===== config.mk =====
export PLATFORM = sky130hd
export DESIGN_NAME = vga_timing_gen
export DESIGN_NICKNAME = d
export VERILOG_FILES = /design/src/rtl/vga_timing_gen.sv
export SDC_FILE = /design/constraint.sdc
export NUM_CORES = 1
export LEC_CHECK = 0
export CORE_ASPECT_RATIO = 0.75
export CORE_MARGIN = 2
export CORE_UTILIZATION = 45
export CTS_CLUSTER_DIAMETER = 60
export CTS_CLUSTER_SIZE = 12
export DETAILED_ROUTE_END_ITERATION = 7
export PLACE_DENSITY = 0.69
export SLEW_MARGIN = 10
export SYNTH_ARGS = -nofsm -noshare
export SYNTH_HDL_FRONTEND = slang
export SYNTH_SLANG_ARGS = --single-unit

===== constraint.sdc =====
create_clock -name clk -period 5.4 [get_ports clk]
set_input_delay 1.08 -clock clk [delete_from_list [all_inputs] [get_ports clk]]
set_output_delay 1.08 -clock clk [all_outputs]
set_load 0.02 [all_outputs]

===== src/rtl/vga_timing_gen.sv =====
// Parametrised VGA timing generator: sync, blank, border, early active window and coordinates.
module vga_timing_gen #(
  parameter int COUNTER_WIDTH        = 10,
  parameter int H_SYNC               = 96,
  parameter int H_BP                 = 40,
  parameter int H_L_BORDER           = 8,
  parameter int H_ADDR               = 640,
  parameter int H_R_BORDER           = 8,
  parameter int H_FP                 = 8,
  parameter int V_SYNC               = 2,
  parameter int V_BP                 = 25,
  parameter int V_T_BORDER           = 8,
  parameter int V_ADDR               = 480,
  parameter int V_B_BORDER           = 8,
  parameter int V_FP                 = 2,
  parameter bit HS_POLARITY_POSITIVE = 1'b0,
  parameter bit VS_POLARITY_POSITIVE = 1'b0,
  parameter int PX_BUFFER_LATENCY    = 1,
  parameter int SYNC_DELAY           = 0
) (
  input  logic                     clk,
  input  logic                     rst,
  input  logic                     en,
  output logic                     hs,
  output logic                     vs,
  output logic                     blank,
  output logic                     border,
  output logic                     active,
  output logic [COUNTER_WIDTH-1:0] x,
  output logic [COUNTER_WIDTH-1:0] y,
  output logic                     line_start,
  output logic                     frame_start
);

  localparam int H_TOTAL = H_SYNC + H_BP + H_L_BORDER + H_ADDR + H_R_BORDER + H_FP;
  localparam int V_TOTAL = V_SYNC + V_BP + V_T_BORDER + V_ADDR + V_B_BORDER + V_FP;
  localparam int HA      = H_SYNC + H_BP + H_L_BORDER;
  localparam int VA      = V_SYNC + V_BP + V_T_BORDER;
  localparam int HE      = HA - PX_BUFFER_LATENCY;

  localparam logic [COUNTER_WIDTH-1:0] H_LAST = COUNTER_WIDTH'(H_TOTAL - 1);
  localparam logic [COUNTER_WIDTH-1:0] V_LAST = COUNTER_WIDTH'(V_TOTAL - 1);
  localparam logic HS_ACT = HS_POLARITY_POSITIVE;
  localparam logic VS_ACT = VS_POLARITY_POSITIVE;
  localparam logic [3:0] SIG_RST = {~HS_ACT, ~VS_ACT, 1'b1, 1'b0};

  if (H_TOTAL > (1 << COUNTER_WIDTH)) begin : g_bad_h_total
    $error("vga_timing_gen: H_TOTAL exceeds counter range");
  end
  if (V_TOTAL > (1 << COUNTER_WIDTH)) begin : g_bad_v_total
    $error("vga_timing_gen: V_TOTAL exceeds counter range");
  end
  if (PX_BUFFER_LATENCY > HA) begin : g_bad_latency
    $error("vga_timing_gen: PX_BUFFER_LATENCY too large");
  end
  if (SYNC_DELAY > 8) begin : g_bad_delay
    $error("vga_timing_gen: SYNC_DELAY too large");
  end

  typedef logic [COUNTER_WIDTH:0] cnt_ext_t;

  // One extra bit so region ends equal to 2^COUNTER_WIDTH stay representable.
  function automatic logic in_rng(input cnt_ext_t val, input int lo, input int hi);
    return (val >= cnt_ext_t'(lo)) && (val < cnt_ext_t'(hi));
  endfunction

  logic [COUNTER_WIDTH-1:0] h, v;
  cnt_ext_t                 hx, vx;
  logic                     hs0, vs0, blank0, border0;
  logic                     h_addr, v_addr, h_win, v_win, h_bord, v_bord, hact;
  logic [3:0]               sig0;

  always_ff @(posedge clk or posedge rst) begin
    if (rst) begin
      h <= '0;
      v <= '0;
    end else if (en) begin
      if (h == H_LAST) begin
        h <= '0;
        v <= (v == V_LAST) ? '0 : v + 1'b1;
      end else begin
        h <= h + 1'b1;
      end
    end
  end

  always_comb begin
    hx      = {1'b0, h};
    vx      = {1'b0, v};
    hs0     = in_rng(hx, 0, H_SYNC) ? HS_ACT : ~HS_ACT;
    vs0     = in_rng(vx, 0, V_SYNC) ? VS_ACT : ~VS_ACT;
    h_addr  = in_rng(hx, HA, HA + H_ADDR);
    v_addr  = in_rng(vx, VA, VA + V_ADDR);
    h_win   = in_rng(hx, H_SYNC + H_BP, HA + H_ADDR + H_R_BORDER);
    v_win   = in_rng(vx, V_SYNC + V_BP, VA + V_ADDR + V_B_BORDER);
    h_bord  = in_rng(hx, H_SYNC + H_BP, HA) || in_rng(hx, HA + H_ADDR, HA + H_ADDR + H_R_BORDER);
    v_bord  = in_rng(vx, V_SYNC + V_BP, VA) || in_rng(vx, VA + V_ADDR, VA + V_ADDR + V_B_BORDER);
    blank0  = ~(h_addr & v_addr);
    border0 = h_win & v_win & (h_bord | v_bord);
    sig0    = {hs0, vs0, blank0, border0};
    hact    = in_rng(hx, HE, HE + H_ADDR);
    active  = hact & v_addr;
    x       = active ? h - COUNTER_WIDTH'(HE) : '0;
    y       = active ? v - COUNTER_WIDTH'(VA) : '0;
    line_start  = en & ~rst & (h == '0);
    frame_start = en & ~rst & (h == '0) & (v == '0);
  end

  if (SYNC_DELAY == 0) begin : g_no_delay
    assign {hs, vs, blank, border} = sig0;
  end else begin : g_delay
    logic [3:0] pipe [SYNC_DELAY];

    always_ff @(posedge clk or posedge rst) begin
      if (rst) begin
        for (int unsigned i = 0; i < unsigned'(SYNC_DELAY); i++) pipe[i] <= SIG_RST;
      end else if (en) begin
        pipe[0] <= sig0;
        for (int unsigned i = 1; i < unsigned'(SYNC_DELAY); i++) pipe[i] <= pipe[i-1];
      end
    end

    assign {hs, vs, blank, border} = pipe[SYNC_DELAY-1];
  end

endmodule

# Word-level counts from Yosys, hierarchy flattened
# Index checks and enable logic that the tools add are counted.
dict set report op_classes {
  n_bitwise 10
  n_eq_ne 2
  addsub 4
  n_mux 6
  order_cmp 16
  reduce_logical 14
}
# cell count
set op_table {}
lappend op_table {{< comparator 10 bit (second input constant)} 5}
lappend op_table {{two-way mux 10 bit} 4}
lappend op_table {{greater-or-equal comparator 10 x 8 -> 1 bit (second input constant)} 3}
lappend op_table {{adder 10 x 1 -> 10 bit (second input constant)} 2}
lappend op_table {{== test 10 bit (second input constant)} 2}
lappend op_table {{greater-or-equal comparator 10 bit (second input constant)} 2}
lappend op_table {{logical NOT 10 bit} 2}
lappend op_table {{greater-or-equal comparator 10 x 5 -> 1 bit (second input constant)} 1}
lappend op_table {{greater-or-equal comparator 10 x 6 -> 1 bit (second input constant)} 1}
lappend op_table {{< comparator 10 x 2 -> 1 bit (second input constant)} 1}
lappend op_table {{< comparator 10 x 6 -> 1 bit (second input constant)} 1}
lappend op_table {{< comparator 10 x 7 -> 1 bit (second input constant)} 1}
lappend op_table {{< comparator 10 x 8 -> 1 bit (second input constant)} 1}
lappend op_table {{subtractor 10 x 6 -> 10 bit (second input constant)} 1}
lappend op_table {{subtractor 10 x 8 -> 10 bit (second input constant)} 1}
lappend op_table {{logical AND 1 bit} 9}
lappend op_table {{AND 1 bit} 7}
lappend op_table {{logical OR 1 bit} 2}
lappend op_table {{two-way mux 1 bit} 2}
lappend op_table {{NOT 1 bit} 2}
lappend op_table {{AND reduction 2 bit} 1}
lappend op_table {{OR 1 bit} 1}
dict set report word_totals {
  in_bits 3
  out_inout_bits 27
  regBits 20
  word_cells 54
}

# Depth between registers and ports, before layout
dict set report logic_depth {
  word_depth 5
  mapped_depth 7
  mapped_depth_nobuf 6
}

# Least setup slack after synthesis
# No wires, ideal clock.
dict set report synth_timing {
  path_type {in2out}
  start {input port rst}
  end {output port frame_start}
  path_slack_ns 1.730
  path_buffers 0
  required_time_ns 4.320
  stages 4
  t_arrival_ns 2.590
  path_cell_list {inv_1 > nand4_1 > nor3_1 > and4_1}
}
dict set report synth_between {
  elab_chain_len 4
}
# item line_no
set synth_rtl {}
lappend synth_rtl {{start: declaration} 22} ;# input logic rst,
lappend synth_rtl {{NOT 1 bit} -}
lappend synth_rtl {{AND 1 bit (2 in series)} -}
lappend synth_rtl {{via line_start} 31} ;# output logic line_start,
lappend synth_rtl {{AND 1 bit} 106} ;# frame_start = en & ~rst & (h == '0) & (v == '0);
lappend synth_rtl {{end: declaration} 32} ;# output logic frame_start
# The timed path passes the listed nets, and every way through them passes these cells.

# Worst setup path after layout
dict set report layout_timing {
  start {input port en}
  end {output port frame_start}
}
dict set report layout_between {
  elab_chain_len 3
}
# item line_no
set layout_rtl {}
lappend layout_rtl {{start: declaration} 23} ;# input logic en,
lappend layout_rtl {{AND 1 bit (3 in series)} 106}
# Every way passes these cells.

==> results.py <==
metrics = {
    "global_routing": {
        "antenna_found_initial": 0,
        "grt_pass1_wl_um": 7300,
        "grt.overflow.total": 0,
        "grt_max_degree": 22,
        "grt_usage": 0.199,
        "grt_pass1_vias": 1486,
    },
    "worst_setup_path": {
        "cp_slowest_stage_delay_ns": 0.72,
        "r2r_start": "h[0]",
        "crit_top_cell": "clkdlybuf4s50_1",
        "cp-start-kind": "input port",
        "rr_worst_depth": 5,
        "critPathKind": "input port to output pin",
        "slowest_stage": "clkdlybuf4s50_1",
        "crit_family": "buffers and inverters",
        "cp.depth": 6,
        "crit_path_end_kind": "output pin",
        "endpoint": "frame_start",
        "crit_start": "en",
        "rrSetupSlack_ns": 3.19,
        "crit_chain": "clkdlybuf4s50_1, nor3b_1, nand4_1, nor3_1, and4_1, clkdlybuf4s50_1",
        "timing.rr.end": "v[7]",
        "critPathMaxFanout": 12,
        "cp_num_buf_inv": 2,
        "required_ns": 4.32,
        "worstPathArrival_ns": 3.24,
    },
    "placement": {
        "place_hpwl_um": 3030,
        "io_buffers": 29,
        "gp_congestion": 0.799,
    },
    "timing": {
        "period_share": 0.799,
        "tightest_slew_ns": 0.720,
        "finalHoldViolCount": 0,
        "finalSetupViolCount": 0,
        "drv_slew": 0,
        "rsz0062_at_grt": "no",
        "clock.fmax_mhz": 232,
        "finClkSkew_ns": 0.00460,
        "slew_headroom": 0.516,
        "min_period_ns": 4.32,
        "fin_tns_setup_ns": 0,
    },
    "synthesis": {
        "synthCells": 215,
        "netlist_area_mm2": 0.00185,
        "yosys_warnings": 0,
        "ys.flop_type": "dfrtp_1",
        "ys_ff_latch": 20,
        "yosysTopAreaCell": "dfrtp_1",
        "synth_common_cells": "dfrtp_1, xnor2_1, nor3_2, clkbuf_1, nand3_1",
        "netlist.area_leader.share": 0.271,
        "ys_seq_area_frac": 0.271,
        "synth_area_per_cell_um2": 8.60,
        "async_reset_ff_frac": 1.00,
        "synth_edf_count": 0,
        "synth_area_leaders": "dfrtp_1, nor3_2, xnor2_1",
        "synth_most_common_cell": "dfrtp_1",
        "post_synth_num_cell_types": 49,
        "synth_nets": 222,
    },
    "cells_and_area": {
        "n_antenna_cell": 0,
        "fin_nets": 234,
        "postLayoutCoreUtil": 0.541,
        "drive_gt1_frac": 0.155,
        "nFillCells": 393,
        "area_growth_pct": 17.2,
    },
    "cts": {
        "cts_setup_buffers": 0,
        "clockBufferDepth": 2,
        "cts-htree-levels": 1,
        "cts_resized": 0,
        "numCtsBuffers": 3,
        "holdBufCountCts": 0,
        "path_clk_slew_ns": 0.08,
        "cts_root_buffer": "clkbuf_8",
        "clock_sinks": 20,
        "cts_tree": "yes",
        "clock_latency_ns": 0.26,
    },
    "route": {
        "vias": 1595,
        "avgViaCountPerCell": 5.68,
        "wl_per_cell_um": 15.0,
        "dr.pass1.iters": 4,
        "ant_nets": 0,
        "dr.first_iter.drc_count": 204,
        "drt_wl_total_um": 4220,
        "drc_errors": 0,
    },
    "die": {
        "rows": 20,
        "dieArea_mm2": 0.00464,
        "fp.dieH_um": 59.5,
        "start_util": 0.462,
        "core_mm2": 0.00400,
        "fp.dieW_um": 78.0,
        "pin_count": 30,
    },
    "power": {
        "powerDensity_mw_per_mm2": 203,
        "p_leak_nw": 0.821,
        "ir_worst_vdd_mv": 0.195,
    },
    "outcome": {
        "status": "finished clean",
    },
    "min_path": {
        "min_path_type": "register to register",
    },
    "flow_run": {
        "cap_violations": 0,
    },
}
## layer usage
layer,routed length [µm],GRT usage
met1,2270,0.310
met2,1760,0.289
met3,164,0.0366
met4,21,0.0301
met5,0,0
## metrics by stage
stage	worst slack [ns]	std cells	area, µm²	power [mW]	hold slack, ns
after CTS	1.07	281	2170	0.445	0.623
after global routing	0.929	281	2170	0.470	0.664
final	1.08	281	2170	0.440	0.626
after detailed placement	1.08	277	2110	0.327	0.610
after floorplan	1.73	215	1850	0.307	0.561
after global placement	1.14	277	2110	0.324	0.593
## power by group
group | internal [mW] | switching [mW]
combinational | 0.0541 | 0.0628
sequential | 0.166 | 0.0419
clock | 0.0649 | 0.0502
total | 0.285 | 0.155
## sequential cells by signal, indices dropped and copies added (netlist names)
| register | flops |
|---|---|
| h | 10 |
| v | 10 |
## final cells by class
type	count	area (µm²)	area share
multi-input combinational	159	1190	0.548
sequential	20	500	0.231
inverter	11	41.3	0.0191
tap	55	68.8	0.0318
clock buffer	4	55.1	0.0254
timing repair buffer	32	313	0.144
## layout by cell type, fill, tap and decap left out, types with 4 or more instances in the layout
| cell type | Yosys | routed |
|---|---|---|
| clkdlybuf4s50_1 | 0 | 29 |
| dfrtp_1 | 20 | 20 |
| xnor2_1 | 18 | 18 |
| nor3_2 | 17 | 17 |
| nand3_1 | 13 | 13 |
| inv_1 | 11 | 11 |
| nand2_1 | 10 | 10 |
| nor2_1 | 10 | 10 |
| and3_1 | 8 | 8 |
| nand4_1 | 6 | 6 |
| o21ai_0 | 6 | 6 |
| nor3_1 | 6 | 6 |
| xor2_1 | 5 | 5 |
| nor4_1 | 4 | 4 |
| a21oi_1 | 4 | 4 |
| ha_1 | 4 | 4 |
| clkbuf_8 | 0 | 4 |
## worst register-to-register path, stage by stage, from the launching register on
cell	delay (ns)
dfrtp_1	0.42
ha_1	0.25
nand3_1	0.21
nor4_4	0.73
nand4_1	0.18
mux2_2	0.30
## how the worst min path moves through the flow
stage          from  endpoint  slack (ns)  cells after the start
6_report       h[2]      h[2]        0.63                      1
5_1_grt        h[2]      h[2]        0.66                      1
4_1_cts        v[8]      v[8]        0.62                      1
3_5_place_dp   v[8]      v[8]        0.61                      1
3_3_place_gp   h[1]      h[1]        0.59                      2
2_1_floorplan  h[1]      h[1]        0.56                      2
## kinds of logic (layout without fill, tap and decap cells)
| group | after synthesis | count (layout) | share of synthesized area |
|---|---|---|---|
| and+or+nand+nor | 95 | 95 | 0.351 |
| buffers and inverters | 36 | 47 | 0.0887 |
| AOI/OAI and AO/OA | 33 | 33 | 0.130 |
| xor gates and xnor gates | 23 | 23 | 0.109 |
| DFF | 20 | 20 | 0.271 |
| adders and majority gates | 4 | 4 | 0.0271 |
| muxes | 4 | 4 | 0.0230 |
(Power assumes the default switching activity.)
